--- config.mk ---
export PLATFORM = sky130hd
export DESIGN_NAME = deserializer_n
export DESIGN_NICKNAME = d
export VERILOG_FILES = /design/src/rtl/deser_pkg.sv /design/src/rtl/deser_word_fifo.sv /design/src/rtl/deserializer_n.sv
export SDC_FILE = /design/constraint.sdc
export NUM_CORES = 1
export LEC_CHECK = 0
export CAP_MARGIN = 20
export CORE_UTILIZATION = 49
export CTS_BUF_LIST = sky130_fd_sc_hd__clkbuf_8 sky130_fd_sc_hd__clkbuf_16
export DETAILED_ROUTE_END_ITERATION = 8
export PLACE_DENSITY = 0.74
export SYNTH_ARGS = -nofsm -noshare
export SYNTH_HDL_FRONTEND = slang
export SYNTH_SLANG_ARGS = --single-unit
--- constraint.sdc ---
create_clock -name clock_100KHz -period 1.6 [get_ports clock_100KHz]
set_input_delay 0.24 -clock clock_100KHz [delete_from_list [all_inputs] [get_ports clock_100KHz]]
set_output_delay 0.24 -clock clock_100KHz [all_outputs]
set_load 0.005 [all_outputs]
--- src/rtl/deser_pkg.sv ---
// rtl/deser_pkg.sv - shared types and helpers for the serial-to-parallel deserializer
package deser_pkg;

    typedef enum logic {
        IDLE  = 1'b0,
        SHIFT = 1'b1
    } deser_state_t;

    // Position within the word for the k-th accepted bit (k is 0-based).
    function automatic int unsigned bit_pos(
        input int unsigned k,
        input int unsigned width,
        input bit          msb_first
    );
        return msb_first ? (width - 1 - k) : k;
    endfunction

endpackage

--- src/rtl/deser_word_fifo.sv ---
// rtl/deser_word_fifo.sv - DEPTH-entry word queue between the assembler and the consumer
module deser_word_fifo #(
    parameter int DATA_W = 8,
    parameter int DEPTH  = 2
) (
    input  logic                         clock_100KHz,
    input  logic                         reset,
    input  logic                         push,
    input  logic [DATA_W-1:0]            push_data,
    input  logic                         pop,
    output logic [DATA_W-1:0]            head,
    output logic                         empty,
    output logic                         full,
    output logic [$clog2(DEPTH+1)-1:0]   fill
);
    localparam int PW = (DEPTH > 1) ? $clog2(DEPTH) : 1;
    localparam int FW = $clog2(DEPTH + 1);

    logic [DATA_W-1:0] mem [DEPTH];
    logic [PW-1:0]     rd_ptr;
    logic [PW-1:0]     wr_ptr;
    logic [FW-1:0]     count;
    logic              do_push;
    logic              do_pop;

    // Pointers wrap at DEPTH-1 so non-power-of-two depths work.
    function automatic logic [PW-1:0] next_ptr(input logic [PW-1:0] p);
        return (p == PW'(DEPTH - 1)) ? '0 : p + PW'(1);
    endfunction

    assign empty   = (count == '0);
    assign full    = (count == FW'(DEPTH));
    assign fill    = count;
    assign do_push = push && !full;
    assign do_pop  = pop && !empty;
    // Consumers see zeros rather than stale storage when nothing is queued.
    assign head    = empty ? '0 : mem[rd_ptr];

    // Word storage; contents are don't-care until written, so no reset.
    always_ff @(posedge clock_100KHz) begin
        if (do_push) begin
            mem[wr_ptr] <= push_data;
        end
    end

    // Pointer and occupancy bookkeeping; push and pop together leave occupancy unchanged.
    always_ff @(posedge clock_100KHz) begin
        if (reset) begin
            rd_ptr <= '0;
            wr_ptr <= '0;
            count  <= '0;
        end else begin
            if (do_push) begin
                wr_ptr <= next_ptr(wr_ptr);
            end
            if (do_pop) begin
                rd_ptr <= next_ptr(rd_ptr);
            end
            case ({do_push, do_pop})
                2'b10:   count <= count + FW'(1);
                2'b01:   count <= count - FW'(1);
                default: count <= count;
            endcase
        end
    end

endmodule

--- src/rtl/deserializer_n.sv ---
// rtl/deserializer_n.sv - serial-to-parallel converter feeding a word queue
module deserializer_n
    import deser_pkg::*;
#(
    parameter int DATA_W    = 8,
    parameter int DEPTH     = 2,
    parameter bit MSB_FIRST = 1'b0
) (
    input  logic                         clock_100KHz,
    input  logic                         reset,
    input  logic                         data_in,
    input  logic                         write_in,
    input  logic                         abort_in,
    output logic                         status_out,
    output logic                         data_ready,
    output logic [DATA_W-1:0]            data_out,
    input  logic                         ack_in,
    output logic                         overrun_out,
    output logic [$clog2(DEPTH+1)-1:0]   fill_out
);
    localparam int CNTW = $clog2(DATA_W);

    deser_state_t      state;
    deser_state_t      state_next;
    logic [DATA_W-1:0] shreg;
    logic [DATA_W-1:0] shreg_next;
    logic [DATA_W-1:0] word_full;
    logic [CNTW-1:0]   cnt;
    logic [CNTW-1:0]   cnt_next;
    logic [CNTW-1:0]   pos;
    logic              push;
    logic              overrun_set;
    logic              fifo_empty;
    logic              fifo_full;

    // Status comes from registered occupancy only, so a same-cycle pop never unblocks a bit.
    assign status_out = !fifo_full;
    assign data_ready = !fifo_empty;
    assign pos        = CNTW'(bit_pos(32'(cnt), DATA_W, MSB_FIRST));

    // Next-state, shift-register and push decode; abort outranks everything.
    always_comb begin
        state_next      = state;
        shreg_next      = shreg;
        cnt_next        = cnt;
        push            = 1'b0;
        overrun_set     = 1'b0;
        word_full       = shreg;
        word_full[pos]  = data_in;
        if (abort_in) begin
            state_next = IDLE;
            shreg_next = '0;
            cnt_next   = '0;
        end else if (write_in && !status_out) begin
            overrun_set = 1'b1;
        end else if (write_in) begin
            case (state)
                IDLE: begin
                    shreg_next = word_full;
                    cnt_next   = CNTW'(1);
                    state_next = SHIFT;
                end
                SHIFT: begin
                    if (cnt == CNTW'(DATA_W - 1)) begin
                        push       = 1'b1;
                        shreg_next = '0;
                        cnt_next   = '0;
                        state_next = IDLE;
                    end else begin
                        shreg_next = word_full;
                        cnt_next   = cnt + CNTW'(1);
                    end
                end
                default: state_next = IDLE;
            endcase
        end
    end

    // Assembler state register.
    always_ff @(posedge clock_100KHz) begin
        if (reset) begin
            state <= IDLE;
        end else begin
            state <= state_next;
        end
    end

    // Shift register, bit counter and sticky overrun flag.
    always_ff @(posedge clock_100KHz) begin
        if (reset) begin
            shreg       <= '0;
            cnt         <= '0;
            overrun_out <= 1'b0;
        end else begin
            shreg <= shreg_next;
            cnt   <= cnt_next;
            if (overrun_set) begin
                overrun_out <= 1'b1;
            end
        end
    end

    deser_word_fifo #(
        .DATA_W (DATA_W),
        .DEPTH  (DEPTH)
    ) u_fifo (
        .clock_100KHz (clock_100KHz),
        .reset        (reset),
        .push         (push),
        .push_data    (word_full),
        .pop          (ack_in),
        .head         (data_out),
        .empty        (fifo_empty),
        .full         (fifo_full),
        .fill         (fill_out)
    );

endmodule

After elaboration in Yosys (flattened, before gate mapping)
Memories as Yosys holds them, arrays and structs flattened. A register that Yosys moved wholly into a read port is not among the register bits.
Cells that the tools add are included.

word-level totals
  bits in registers = 17
  RAM bits = 16
  word-level logic and storage cells = 55
  memories kept = 1

memory list
  name        words  width  rd ports  clocked after memory_dff  wr ports  line                   source
  u_fifo.mem  2      8      1         1                         1         deser_word_fifo.sv:19  logic [DATA_W-1:0] mem [DEPTH];

cells by class
  add/sub/neg operators = 5
  magnitude comparators = 2
  equal/unequal tests = 4
  mux-type cells = 24
  bitwise gates (word level) = 2
  reductions and logical operators = 10

operators with widths
  operator               number
  $mux W8                2
  $pmux W8 S2            1
  $mux W1                15
  $bwmux W8              1
  $pmux W3 S2            1
  $eq A2 B2 Y1 const B   2
  $logic_and A1 B1 Y1    4
  $lt A3 B4 Y1 const B   1
  $pmux W2 S2            1
  $add A3 B1 Y3 const B  1
  $demux W1 S3           1
  $eq A3 B3 Y1 const B   1
  $ge A3 B1 Y1 const B   1
  $mux W3                1
  $add A1 B1 Y1 const B  2
  $add A2 B1 Y2 const B  1
  $eq A2 B1 Y1 const B   1
  $logic_not A1 Y1       2
  $logic_not A2 Y1       1
  $not A1 Y1             2
  $pmux W1 S2            1
  $reduce_and A2 Y1      1
  $reduce_bool A2 Y1     1
  $reduce_or A2 Y1       1
  $sub A2 B1 Y2 const B  1

Longest topological paths before layout
Gate-level depths: netlist of run 1.

  depth in word-level cells = 9
  depth in mapped cells = 9

Modules after synthesis
Synthesis of run 1 repeated with hierarchy kept, for this count alone.

second synthesis, totals
  cell total of the unflattened synthesis = 154
  area, all modules = 1625.3 um^2

by module, submodules not included
  module           times used  cells an instance  area an instance (um^2)
  deser_word_fifo  1           60                 818.3
  deserializer_n   1           94                 807.0

Worst setup path after synthesis of run 1
Ideal clock, no wire load.

  path type = reg-to-reg
  start point = register u_fifo.count[1] (netlist: u_fifo.fill[1])
  end point = register u_fifo.count[1] (netlist: u_fifo.fill[1])
  data arrival time = 1809 ps
  required time = 1530 ps
  path slack = -279 ps
  stages on the path, launching flop included = 9
  path buffers = 2
  path through = dfxtp_1 > nor2b_1 > clkbuf_1 > inv_1 > buf_2 > nand4_1 > ha_1 > or3_1 > a21oi_1

RTL lines
  what                                               line                   source
  start, declared                                    deser_word_fifo.sv:22  logic [FW-1:0] count;
  start signal, assigned                             deser_word_fifo.sv:60  2'b10: count <= count + FW'(1);
  start signal, assigned                             deser_word_fifo.sv:61  2'b01: count <= count - FW'(1);
  start signal, assigned                             deser_word_fifo.sv:62  default: count <= count;
  $eq A2 B2 Y1 (*)                                   deser_word_fifo.sv:32  assign full = (count == FW'(DEPTH));
  $logic_not A1 Y1 (*)                               -
  net status_out                                     deserializer_n.sv:14   output logic status_out,
  $logic_and A1 B1 Y1 (*)                            deser_word_fifo.sv:34  assign do_push = push && !full;
  $eq A2 B1 Y1 or $eq A2 B2 Y1 (tied branches)       deser_word_fifo.sv:59  case ({do_push, do_pop})
  $pmux W2 S2 or $reduce_bool A2 Y1 (tied branches)  -

Mark *: on every way through the listed nets, which the timed path passes. The rest lies on a longest branch.
A chain may end at the register's enable or synchronous reset.

Worst setup path in the final report of run 1
  start point = register cnt[0]
  end point = register shreg[6]

between the ends
  cells in the longest elaborated chain, start to end = 7

RTL lines
  what                                                                line                  source
  start, declared                                                     deserializer_n.sv:28  logic [CNTW-1:0] cnt;
  start signal, assigned                                              deserializer_n.sv:96  cnt <= cnt_next;
  $lt A3 B4 Y1 (implied by the code) or $ge A3 B1 Y1 (tied branches)  deserializer_n.sv:49  word_full[pos] = data_in;
  $logic_and A1 B1 Y1 (implied by the code)                           deserializer_n.sv:49
  $mux W1 (implied by the code)                                       deserializer_n.sv:49
  $demux W1 S3                                                        deserializer_n.sv:49
  $bwmux W8                                                           deserializer_n.sv:49
  $mux W8                                                             deserializer_n.sv:64  if (cnt == CNTW'(DATA_W - 1)) begin
  $pmux W8 S2 (*)                                                     deserializer_n.sv:57  case (state)
  end signal, assigned                                                deserializer_n.sv:95  shreg <= shreg_next;
  end, declared                                                       deserializer_n.sv:25  logic [DATA_W-1:0] shreg;

Every way passes the cells marked *; elsewhere a longest branch is shown, timed or not.

==> impl_metrics.json, run 1 <==
{
  "rows": 20,
  "synth.ff_latch_count": 34,
  "synth.distinct_cells": 31,
  "cts_sinks": 34,
  "netSwitchingFraction_pct": 20.9,
  "pwr-share-seq_pct": 58.0,
  "area_delta_synth_final_pct": 35.3,
  "core_region_area_mm2": 0.00310,
  "tritoncts": "done",
  "clock_tree.buffer_depth": 2,
  "initial_utilization_pct": 52.5,
  "multi_input_area_um2": 781,
  "insertedDiodeCount": 0,
  "power.switching_w": 0.000327,
  "worst_slew_margin_rel_pct": 73.4,
  "viasPerCell": 5.60,
  "postSynthNetCount": 162,
  "clock_insertion_delay_worst_skew_ps": 280,
  "cts.htree.levels": 2,
  "ys_seq_area_share_pct": 51.6,
  "synth-warning-count": 0,
  "number_of_antenna_violations_at_the_first_check_in_global_routing": 0,
  "post_synthesis_cells": 153,
  "setup.reg_to_reg.worst_slack_ps": -50,
  "p_clk_share_pct": 36.2,
  "postPlaceCellArea_mm2": 0.00197,
  "biggest_area_contributors_in_the_synthesized_netlist": "edfxtp_1 29%, dfxtp_1 22%, mux2_2 5.5%",
  "synth_top_area_share_pct": 29.5,
  "worst_path_max_fanout": 7,
  "routed_wire_length_per_instance_um": 14.7,
  "vdd_ir_drop_max_mv": 0.575,
  "setup_violations": 3,
  "grt.overflow.total": 0,
  "final_cell_area_mm2": 0.00221,
  "finish.utilization_pct": 71.1,
  "clockRootBuffer": "clkbuf_8",
  "p_int_w": 0.00124,
  "hold_fix_buffers_at_cts": 0,
  "min_path_type": "flip-flop to flip-flop",
  "cellLeakagePower_nw": 0.847,
  "drtIter0Drc": 56,
  "post-dp-hpwl_um": 2330,
  "final_min_period_over_clock_period_pct": 103,
  "drt_first_pass_iters": 4,
  "drcViolationCount": 0,
  "gr-usage-all-layers_pct": 22.5,
  "final_antenna_violating_net_count": 0,
  "finalWorstPathRequiredPeriod_ps": 1650,
  "post_synth_instance_area_mm2": 0.00163,
  "cts.reportedPaths.clkPinSlew_ps": 70,
  "grt_setup_unrepaired": "yes",
  "power-per-cell-area_mw_per_mm2": 709,
  "required_ps": 1800,
  "startpoint_type": "flip-flop",
  "design.portCount": 19,
  "fin_ws_ps": -51.2,
  "synth_enable_flop_cells": 16,
  "critical_path_end_type": "flip-flop",
  "finalSetupTns_ps": -92.2,
  "finalWeightedCongestion": 0.845,
  "synth.avg_cell_area_um2": 10.7,
  "max_cap_violations": 0,
  "dieArea_mm2": 0.00356,
  "timing_max_transition_violations_final": 0,
  "grt_pass1_vias": 1286,
  "result_of_the_run": "complete, but fails checks",
  "critical_path_arrival_ps": 1850,
  "port-buffer-count": 18,
  "combPwrFrac_pct": 5.7,
  "layout.area.seq_um2": 856,
  "worst-setup-path-type": "flip-flop to flip-flop",
  "totalWireLength_um": 3580,
  "die_width_um": 59.7,
  "vias_post_dr": 1360,
  "net_count_of_the_finished_layout": 208,
  "final.fill_count": 235,
  "global_route_wire_length_before_repair_um": 5820,
  "post_route_cells_drive_above_1_share_pct": 33.7,
  "asyncSetResetFlopFracSynth_pct": 0,
  "finalClockSkew_ps": 6.38,
  "max_slew.worst_pin.slew_ps": 397,
  "hold_viol": 0,
  "violations": "setup timing",
  "post-synth-top-area-cell": "edfxtp_1",
  "floorplan.die.height_um": 59.7,
  "numCtsBuffers": 5,
  "synth_ff_type": "dfxtp_1",
  "grt_start_max_net_pins": 19,
  "max_freq_mhz": 606
}
==> synth_stat cells (all sizes together) (2+ instances only) <==
library cell and instances:
a21oi 7, a31oi 8, buf 4, clkbuf 6, dfxtp 18, edfxtp 16, ha 3, inv 6
mux2 8, mux2i 8, nand2 2, nand3 5, nand3b 6, nand4 7, nor2 14, nor2b 2
nor3 5, nor3b 2, o21ai 12, or4b 4, xor2 2
==> registers in the layout, summed over array words and instances, names as in the netlist, named ones only <==
register / count
u_fifo.rd_ptr: 1
cnt: 3
shreg: 8
u_fifo.wr_ptr: 1
state: 1
u_fifo.mem: 16
overrun_out: 1
u_fifo.fill: 2
==> final timing paths <==
check / startpoint / end / cells after the start
min reg2reg: overrun_out / overrun_out / 2
max reg2reg: cnt[0] / shreg[6] / 5
max: cnt[0] / shreg[6] / 5
min: overrun_out / overrun_out / 2
==> cell type report <==
class | count | share of cell area (%)
tap | 44 | 2.50
clock buffer | 5 | 3.12
timing repair buffer | 49 | 18.8
multi-input combinational | 103 | 35.4
sequential | 34 | 38.8
inverter | 6 | 1.02
clock inverter | 2 | 0.340
==> routing by layer <==
metal | vias to the layer above | part of all wire (%) | wire, um | track usage [%]
li1 | 657 | - | - | -
met1 | 651 | 44 | 1570 | 28.1
met2 | 42 | 50 | 1780 | 37.5
met3 | 10 | 4.7 | 170 | 6.06
met4 | 0 | 1.6 | 56 | 7.97
met5 | - | 0 | 0 | 0
==> critical path: stages, from the launching register on <==
cell	delay [ps]
dfxtp_4	360
ha_4	160
ha_4	170
a21boi_4	200
or4b_4	480
a31oi_1	190
==> cells in the final DEF (no fill, tap or decap), types with 3 or more instances in the layout <==
| master | instances |
|---|---|
| clkdlybuf4s50_1 | 8 |
| dfxtp_4 | 3 |
| nor3_1 | 5 |
| or4b_4 | 3 |
| inv_1 | 5 |
| mux2_2 | 8 |
| a31oi_1 | 8 |
| clkbuf_8 | 5 |
| dfxtp_1 | 12 |
| nand3b_1 | 6 |
| edfxtp_1 | 16 |
| buf_6 | 3 |
| nand3_1 | 5 |
| buf_4 | 28 |
| nor2_1 | 13 |
| mux2i_1 | 8 |
| o21ai_0 | 11 |
| dfxtp_2 | 3 |
| nand4_1 | 7 |
| a21oi_1 | 6 |
| dlygate4sd2_1 | 9 |
==> power by group through the flow <==
| stage | clock network (W) | registers (W) | logic, W |
|---|---|---|---|
| after floorplan | 0 | 0.000930 | 0.0000358 |
| after global placement | 0 | 0.000929 | 0.0000785 |
| after detailed placement | 0 | 0.000930 | 0.0000805 |
| after CTS | 0.000573 | 0.000908 | 0.0000814 |
| after global routing | 0.000620 | 0.000907 | 0.0000958 |
| final | 0.000567 | 0.000908 | 0.0000896 |
==> what timing repair did <==
| item | in CTS | in global routing |
|---|---|---|
| buffers inserted | 2 | 9 |
| endpoints found under the setup margin | 16 | 15 |
| resized for setup | 23 | 12 |
| pin swaps | 4 | 6 |
==> per-stage QoR <==
stage          setup WS [ps]  hold slack (ps)  std cells  power (W)
2_1_floorplan           -143              302        153   0.000966
3_3_place_gp            -265              454        225    0.00101
3_5_place_dp            -279              461        225    0.00101
4_1_cts               -0.155              476        234    0.00156
5_1_grt                 -125              514        243    0.00162
6_report               -51.2              476        243    0.00156
==> cell families after synthesis <==
| family | Yosys count | synth area share [%] |
|---|---|---|
| XOR/XNOR | 3 | 1.61 |
| AO/OA/AOI/OAI | 29 | 10.6 |
| AND/OR/NAND/NOR | 52 | 19.0 |
| buffers and inverters | 16 | 4.53 |
| adder cells (fa/ha/maj) | 3 | 2.30 |
| flip-flops | 34 | 51.6 |
| multiplexers | 16 | 10.4 |
Note: power is estimated with default switching activity, not from simulation.
==> inputs of run 2 (changes only) <==
- CORE_MARGIN: unset -> 1
==> results of run 2 <==
Same layout as run 1: the final DEF is identical, and so are final timing and power.
